$ cat src/rtl/rr_mux_arbiter_if.sv
`default_nettype none
// ---------------------------------------------------------------------------
// rr_mux_arbiter_if : M-channel valid/ready source bus plus registered output
// Rev 1.0
// ---------------------------------------------------------------------------
interface rr_mux_arbiter_if #(
  parameter int N = 32,
  parameter int M = 4
);
  localparam int IW = $clog2(M);

  logic [M*N-1:0] inData;
  logic [M-1:0]   inValid;
  logic [M-1:0]   inReady;
  logic           priorityMode;
  logic [N-1:0]   out;
  logic           outValid;
  logic           outReady;
  logic [IW-1:0]  outChannel;

  modport master (
    output inData, inValid, priorityMode, outReady,
    input  inReady, out, outValid, outChannel
  );

  modport slave (
    input  inData, inValid, priorityMode, outReady,
    output inReady, out, outValid, outChannel
  );
endinterface
`default_nettype wire

$ cat src/rtl/rr_mux_arbiter.sv
`default_nettype none
// ---------------------------------------------------------------------------
// rr_mux_arbiter : round-robin / fixed-priority M:1 mux into a one-entry stage
// Rev 1.0
// ---------------------------------------------------------------------------
module rr_mux_arbiter #(
  parameter int N = 32,
  parameter int M = 4
) (
  input  wire               clk,
  input  wire               reset,
  rr_mux_arbiter_if.slave   bus
);
  localparam int IW = $clog2(M);
  localparam logic [IW:0]   c_M    = (IW+1)'(M);
  localparam logic [IW-1:0] c_LAST = IW'(M - 1);

  logic [N-1:0]  r_out;
  logic          r_outValid;
  logic [IW-1:0] r_outChannel;
  logic [IW-1:0] r_ptr;

  logic [N-1:0]  w_words [M];
  logic [IW-1:0] w_base;
  logic [M-1:0]  w_rot;
  logic [IW-1:0] w_off;
  logic [IW:0]   w_sum;
  logic [IW-1:0] w_gidx;
  logic          w_gvalid;
  logic          w_space;
  logic          w_xfer;

  for (genvar i = 0; i < M; i++) begin : g_unpack
    assign w_words[i] = bus.inData[i*N +: N];
  end

  // Rotate requests so the search always starts at bit 0; fixed mode uses base 0.
  assign w_base = bus.priorityMode ? '0 : r_ptr;
  assign w_rot  = M'({bus.inValid, bus.inValid} >> w_base);

  always_comb begin
    w_off = '0;
    for (int i = M - 1; i >= 0; i--) begin
      if (w_rot[i]) w_off = IW'(i);
    end
  end

  assign w_sum    = {1'b0, w_base} + {1'b0, w_off};
  assign w_gidx   = (w_sum >= c_M) ? IW'(w_sum - c_M) : IW'(w_sum);
  assign w_gvalid = |bus.inValid;
  assign w_space  = ~r_outValid | bus.outReady;
  assign w_xfer   = w_gvalid & w_space;

  assign bus.inReady    = (w_xfer && !reset) ? (M'(1) << w_gidx) : '0;
  assign bus.out        = r_out;
  assign bus.outValid   = r_outValid;
  assign bus.outChannel = r_outChannel;

  always_ff @(posedge clk) begin
    if (reset) begin
      r_out        <= '0;
      r_outValid   <= 1'b0;
      r_outChannel <= '0;
      r_ptr        <= '0;
    end else if (w_xfer) begin
      r_out        <= w_words[w_gidx];
      r_outChannel <= w_gidx;
      r_outValid   <= 1'b1;
      if (!bus.priorityMode) begin
        r_ptr <= (w_gidx == c_LAST) ? '0 : w_gidx + 1'b1;
      end
    end else if (bus.outReady) begin
      r_outValid <= 1'b0;
    end
  end
endmodule
`default_nettype wire

$ cat src/flat_wrapper.sv
// flat-port wrapper written by rule: the top's interface ports become plain ports
module rr_mux_arbiter_flat 
#(
  parameter int N = 32,
  parameter int M = 4
)
  (clk, reset, bus_inData, bus_inValid, bus_priorityMode, bus_outReady, bus_inReady, bus_out, bus_outValid, bus_outChannel);
  rr_mux_arbiter_if #(.N(N), .M(M)) bus_i ();
  input  wire clk;
  input  wire reset;
  input wire logic [$bits(bus_i.inData)-1:0] bus_inData;
  input wire logic [$bits(bus_i.inValid)-1:0] bus_inValid;
  input wire logic [$bits(bus_i.priorityMode)-1:0] bus_priorityMode;
  input wire logic [$bits(bus_i.outReady)-1:0] bus_outReady;
  output wire logic [$bits(bus_i.inReady)-1:0] bus_inReady;
  output wire logic [$bits(bus_i.out)-1:0] bus_out;
  output wire logic [$bits(bus_i.outValid)-1:0] bus_outValid;
  output wire logic [$bits(bus_i.outChannel)-1:0] bus_outChannel;
  assign bus_i.inData = bus_inData;
  assign bus_i.inValid = bus_inValid;
  assign bus_i.priorityMode = bus_priorityMode;
  assign bus_i.outReady = bus_outReady;
  assign bus_inReady = bus_i.inReady;
  assign bus_out = bus_i.out;
  assign bus_outValid = bus_i.outValid;
  assign bus_outChannel = bus_i.outChannel;
  rr_mux_arbiter #(.N(N), .M(M)) u_core (.clk(clk), .reset(reset), .bus(bus_i));
endmodule
$ cat config.mk
export PLATFORM = sky130hd
export DESIGN_NAME = rr_mux_arbiter_flat
export DESIGN_NICKNAME = d
export VERILOG_FILES = /design/src/rtl/rr_mux_arbiter_if.sv /design/src/rtl/rr_mux_arbiter.sv /design/src/flat_wrapper.sv
export SDC_FILE = /design/constraint.sdc
export NUM_CORES = 1
export LEC_CHECK = 0
export BUFFER_PORTS_ARGS = -buffer_cell sky130_fd_sc_hd__buf_4
export CAP_MARGIN = 10
export CELL_PAD_IN_SITES_DETAIL_PLACEMENT = 0
export CELL_PAD_IN_SITES_GLOBAL_PLACEMENT = 1
export CORE_UTILIZATION = 34
export CTS_CLUSTER_DIAMETER = 50
export CTS_CLUSTER_SIZE = 8
export DETAILED_ROUTE_END_ITERATION = 8
export PLACE_DENSITY = 0.89
export SETUP_SLACK_MARGIN = 0.1
export SYNTH_ARGS = -nofsm -noshare
export SYNTH_HDL_FRONTEND = slang
export SYNTH_SLANG_ARGS = --single-unit
$ cat constraint.sdc
create_clock -name clk -period 3.1 [get_ports clk]
set_clock_uncertainty 0.15 [all_clocks]
set_input_delay 0 -clock clk [delete_from_list [all_inputs] [get_ports clk]]
set_output_delay 0 -clock clk [all_outputs]
set_load 0.1 [all_outputs]
# ---- After elaboration in Yosys (flattened, before gate mapping)
# Cells that the tools add are included.
dict set report op_classes {
  add_sub_neg 3
  order_cmp 2
  eq_ne 1
  shifts 2
  n_mux 13
  bitwise_logic 5
  n_reduce_logical 5
}
# op count
set ops {}
lappend ops {{$bmux W32 S2} 1}
lappend ops {{$mux W32} 2}
lappend ops {{$mux W2} 7}
lappend ops {{$shr A8 B2 Y4} 1}
lappend ops {{$ge A3 B3 Y1 const B} 2}
lappend ops {{$mux W4} 1}
lappend ops {{$reduce_or A4 Y1} 1}
lappend ops {{$shl A1 B2 Y4 const A} 1}
lappend ops {{$add A2 B2 Y3} 1}
lappend ops {{$not A2 Y3} 1}
lappend ops {{$add A2 B1 Y2 const B} 1}
lappend ops {{$eq A2 B2 Y1 const B} 1}
lappend ops {{$mux W1} 2}
lappend ops {{$not A1 Y1} 2}
lappend ops {{$reduce_and A2 Y1} 1}
lappend ops {{$reduce_bool A2 Y1} 1}
lappend ops {{$sub A2 B1 Y2 const B} 1}
lappend ops {{$and A1 B1 Y1} 1}
lappend ops {{$logic_and A1 B1 Y1} 1}
lappend ops {{$logic_not A1 Y1} 1}
lappend ops {{$or A1 B1 Y1} 1}
dict set report totals {
  ff_bits 37
  input_bits 136
  output_inout_bits 39
  elab_cells 35
}

# ---- Longest topological paths before layout
dict set report logic_depth {
  depth_word 13
  mapped_depth 14
  depth_no_buf 11
}

# ---- Worst setup path after synthesis
# No wires, ideal clock.
dict set report synth_timing {
  path_kind {register to output}
  from {reg u_core.r_ptr[1]}
  to {out bus_inReady[3]}
  arrival_ps 3219
  required_time_ps 2950
  path_slack_ps -269
  path_stages_with_launch 13
  n_path_buf 2
  path_cell_list {dfxtp_1 > nand3b_1 > nand2_1 > a21oi_1 > o31a_2 > ha_1 > buf_2 > clkbuf_4 > xor2_2 > inv_2 > ha_1 > inv_1 > nor2_1}
}
dict set report synth_via {
  elab_chain_cells 11
  elab_cells_between_ends 12
  cone_classes {add/sub: 2; order compare: 1; shift: 2; mux: 7}
}
# element line_no
set synth_lines {}
lappend synth_lines {{start, declared} rr_mux_arbiter.sv:21} ;# logic [IW-1:0] r_ptr;
lappend synth_lines {{start signal, assigned} rr_mux_arbiter.sv:70} ;# r_ptr <= (w_gidx == c_LAST) ? '0 : w_gidx + 1'b1;
lappend synth_lines {{$mux W2 *} rr_mux_arbiter.sv:38} ;# assign w_base = bus.priorityMode ? '0 : r_ptr;
lappend synth_lines {{$shr A8 B2 Y4} rr_mux_arbiter.sv:39} ;# assign w_rot = M'({bus.inValid, bus.inValid} >> w_base);
lappend synth_lines {{$mux W2 (4 in series)} rr_mux_arbiter.sv:44} ;# if (w_rot[i]) w_off = IW'(i);
lappend synth_lines {{$add A2 B2 Y3 *} rr_mux_arbiter.sv:48} ;# assign w_sum = {1'b0, w_base} + {1'b0, w_off};
lappend synth_lines {{$ge A3 B3 Y1 or $sub A2 B1 Y2 (tied branches)} rr_mux_arbiter.sv:49} ;# assign w_gidx = (w_sum >= c_M) ? IW'(w_sum - c_M) : IW'(w_sum);
lappend synth_lines {{$mux W2 *} rr_mux_arbiter.sv:49}
lappend synth_lines {{$shl A1 B2 Y4 *} rr_mux_arbiter.sv:54} ;# assign bus.inReady = (w_xfer && !reset) ? (M'(1) << w_gidx) : '0;
lappend synth_lines {{$mux W4 *} rr_mux_arbiter.sv:54}
lappend synth_lines {{end, declared} flat_wrapper.sv:15} ;# output wire logic [$bits(bus_i.inReady)-1:0] bus_inReady;
# Every way passes the cells marked *; elsewhere a longest branch is shown, timed or not.

# ---- Final worst setup path
dict set report layout_timing {
  from {in bus_priorityMode}
  to {reg u_core.r_out[15], in the netlist u_core.bus.out[15]}
}
dict set report layout_via {
  elab_chain_cells 13
  elab_cells_between_ends 14
  cone_classes {add/sub: 2; order compare: 1; shift: 1; mux: 9; bitwise: 1}
}
# element line_no
set layout_lines {}
lappend layout_lines {{start, declared} flat_wrapper.sv:13} ;# input wire logic [$bits(bus_i.priorityMode)-1:0] bus_priorityMode;
lappend layout_lines {{$mux W2 *} rr_mux_arbiter.sv:38}
lappend layout_lines {{$shr A8 B2 Y4} rr_mux_arbiter.sv:39}
lappend layout_lines {{$mux W2 (4 in series)} rr_mux_arbiter.sv:44}
lappend layout_lines {{$add A2 B2 Y3 *} rr_mux_arbiter.sv:48}
lappend layout_lines {{$ge A3 B3 Y1 or $sub A2 B1 Y2 (tied branches)} rr_mux_arbiter.sv:49}
lappend layout_lines {{$mux W2 *} rr_mux_arbiter.sv:49}
lappend layout_lines {{$not A2 Y3 (implied by the code) *} rr_mux_arbiter.sv:66} ;# r_out <= w_words[w_gidx];
lappend layout_lines {{$bmux W32 S2 *} rr_mux_arbiter.sv:66}
lappend layout_lines {{$mux W32 (implied by the code) * (2 in series)} rr_mux_arbiter.sv:66}
lappend layout_lines {{end signal, assigned} rr_mux_arbiter.sv:66}
lappend layout_lines {{end, declared} rr_mux_arbiter.sv:18} ;# logic [N-1:0] r_out;
# Every way passes the cells marked *; elsewhere a longest branch is shown, timed or not. The select of a mux whose other input is x is not followed.
# A chain may end at the register's enable or synchronous reset.

==> reports/results.ini <==
[critical_path]
cp-end-kind=flop
critical_path_class=input port to flop
worstPathCellList=dlygate4sd3_1 -> buf_4 -> nand3b_1 -> nand2_1 -> a21oi_1 -> o31a_2 -> ha_4 -> buf_12 -> mux4_2 -> mux2i_1 -> o21ai_1
critPathLaunchType=input port
worstPathArrival_ns=2.81
r2r_slack_ns=0.35
slowest_delay_ns=0.54
r2r_cells=9
r2r_end=u_core.bus.out[15]
cp_num_buf_inv=3
crit_path_top_delay_cell=mux4_2
crit_path_max_fanout=32
worstSetupStartpoint=bus_priorityMode
required_ns=3.12
r2r_start=u_core.r_ptr[1]
crit_family=buffers and inverters

[placement]
place_area_um2=4746
io_buffers=174
dp_cells=559
hpwl_mm=7.624
gp_congestion=0.7932

[logic_synthesis]
netlist_area_um2=3337
seq_area_frac_synth_pct=22.20
synthDistinctLibCells=38
yosys-top-cells-area=mux4_2, dfxtp_1, mux2i_1
synth_ff_type=dfxtp_1
synthesis.nets=415
synth_cells=277
synth_seq_cells=37
ys.warnings.count=0
synth_largest_area_cell=mux4_2
synth_edf_count=0
syn_avg_cell_area_um2=12.05
yosys.area.top_type_share_pct=43.19
ys_async_sr_fraction_pct=0

[timing]
timing.final.crit_share_pct=89.92
rsz0062_at_grt=no
max_slew_margin_pct=50.09
min_period_ns=2.787
timing.setup.tns_ns=0
finalHoldViolations=0
worst_pin_slew_ns=0.7453
fmaxAchievable_mhz=358.8
slew_viol_final=0
setup_viol=0

[floorplan]
die_h_um=101.1
core-area_um2=9371
pin_count=175
fp.dieW_um=101.1
rows=35
dieArea_um2=10220
start_util_pct=35.61

[cells_and_area]
finalInstanceArea_um2=4877
nets=579
postLayoutCoreUtil_pct=52.04
layoutNonFillerInstCount=570
fillers=867
drive_gt1_share_pct=60.54
diodes=0
syn2layout_area_growth_pct=46.16

[routing]
drt-total-wl_mm=9.606
viasPerCell=5.463
remaining_drc_errors=0
first_pass_iters=4
drtAntennaViolNets=0
num_vias=3114
wire_per_inst_um=16.85
drt_iter0_drc=89

[clocking]
clock_latency_ns=0.28
cts_resized=0
clkTransAtPathRegs_ns=0.08
cts_tree=built
root_buffer=clkbuf_8
numCtsBuffers=5
cts.sinks=37
cts_buffer_depth=2
htreeDepth=2

[power]
power_density_nw_per_um2=450.6
peakVddDrop_v=0.0001636
p_leak_uw=0.002112

[global_route]
antenna_found_initial=0
grt_pass1_vias=3205
grt_max_degree=35
grt.overflow.total=0
grt_usage_pct=18.10
grt_first_pass_wirelength_mm=14.66

[min_path]
hold_depth=4
hold_path.class=input port to flop
hp-start=bus_inData[10]
whs_endpoint=u_core.bus.out[10]

[job]
cap_violations=0

[status]
status=finished, final reports clean

sequential cells by signal, indices dropped and copies added, names as in the netlist:
name / cells
u_core.bus.outChannel: 2
u_core.r_ptr: 2
u_core.bus.outValid: 1
u_core.bus.out: 32
worst register-to-register path: stages (launching register included):
cell and delay [ns]:
dfxtp_1 0.43, nand3b_1 0.17, nand2_1 0.10, a21oi_1 0.06, o31a_2 0.34, ha_4 0.30, buf_12 0.24, mux4_2 0.57
mux2i_1 0.21, o21ai_1 0.08
report_power, final:
part | leakage [uW] | internal, uW | switching, uW
combinational | 0.00176 | 523 | 761
sequential | 0.000307 | 537 | 34.3
clock | 0.0000443 | 177 | 166
total | 0.00211 | 1240 | 961
Yosys cell counts (3+ instances only):
cell type,count
dfxtp_1,37
mux4_2,64
nand2_1,37
a21oi_1,3
o21ai_0,6
buf_8,3
o21ai_1,31
buf_2,14
mux2i_1,32
nand3_1,3
nor2_1,10
clkbuf_1,5
final cells by class:
class                           count  area (um2)  area share (%)
Tap cell                          129       161.4           3.309
Multi-Input combinational cell    209        2421           49.64
Sequential cell                    37       740.7           15.19
Inverter                            3       13.76          0.2822
Clock buffer                        7       86.33           1.770
Timing Repair Buffer              185        1454           29.81
per-stage QoR:
stage,total power [uW],setup slack (ns),hold WS [ns]
2_1_floorplan,1535,0.1667,-0.08093
3_3_place_gp,1843,0.4244,0.06712
3_5_place_dp,1874,0.3541,0.07421
4_1_cts,2230,0.2480,0.04149
5_1_grt,2308,0.2012,0.05729
6_report,2198,0.3126,0.05412
worst max path at each step:
stage	to	slack [ns]	depth (start not counted)
after floorplan	bus_inReady[3]	0.17	12
after global placement	u_core.bus.out[15]	0.42	9
after detailed placement	u_core.bus.out[22]	0.35	9
after CTS	bus_inReady[3]	0.25	12
after global routing	bus_inReady[3]	0.20	12
final	u_core.bus.out[15]	0.31	11
per-layer routing:
metal,track usage [%],vias up,part of all wire [%]
met3,3.606,8,6.8
li1,-,1431,-
met1,20.54,1541,38
met4,4.905,0,0.86
met5,0,-,0
met2,34.17,134,54
logic make-up after synthesis:
logic type,count (synthesis),share of synthesized area (%)
muxes,96,52.79
adders and majority gates,2,0.7498
AOI/OAI and AO/OA,51,9.899
buffers and inverters,31,5.924
DFF,37,22.20
xor gates and xnor gates,1,0.4876
and+or+nand+nor,59,7.949
placed cells by master (no fill, tap or decap), types with 2 or more instances in the layout:
| master | synthesis | final |
|---|---|---|
| buf_12 | 0 | 4 |
| mux4_2 | 64 | 64 |
| dfxtp_1 | 37 | 37 |
| buf_4 | 1 | 177 |
| o21ai_1 | 31 | 31 |
| o21ai_0 | 6 | 6 |
| nand2_1 | 37 | 37 |
| clkbuf_8 | 1 | 6 |
| a21oi_1 | 3 | 3 |
| mux2i_1 | 32 | 32 |
| a2bb2oi_1 | 2 | 2 |
| nand2b_1 | 2 | 2 |
| nor2_1 | 10 | 7 |
| nand3_1 | 3 | 3 |
| o221ai_1 | 2 | 2 |
| nor2_2 | 0 | 3 |
| nand2b_4 | 2 | 2 |
| dlygate4sd3_1 | 0 | 3 |
what timing repair did:
action,4_1_cts,5_1_grt
buffers inserted,0,1
hold buffers,3,0
hold endpoints to repair,3,0
setup endpoints to repair,0,1
Note: power is estimated with default switching activity, not from simulation.
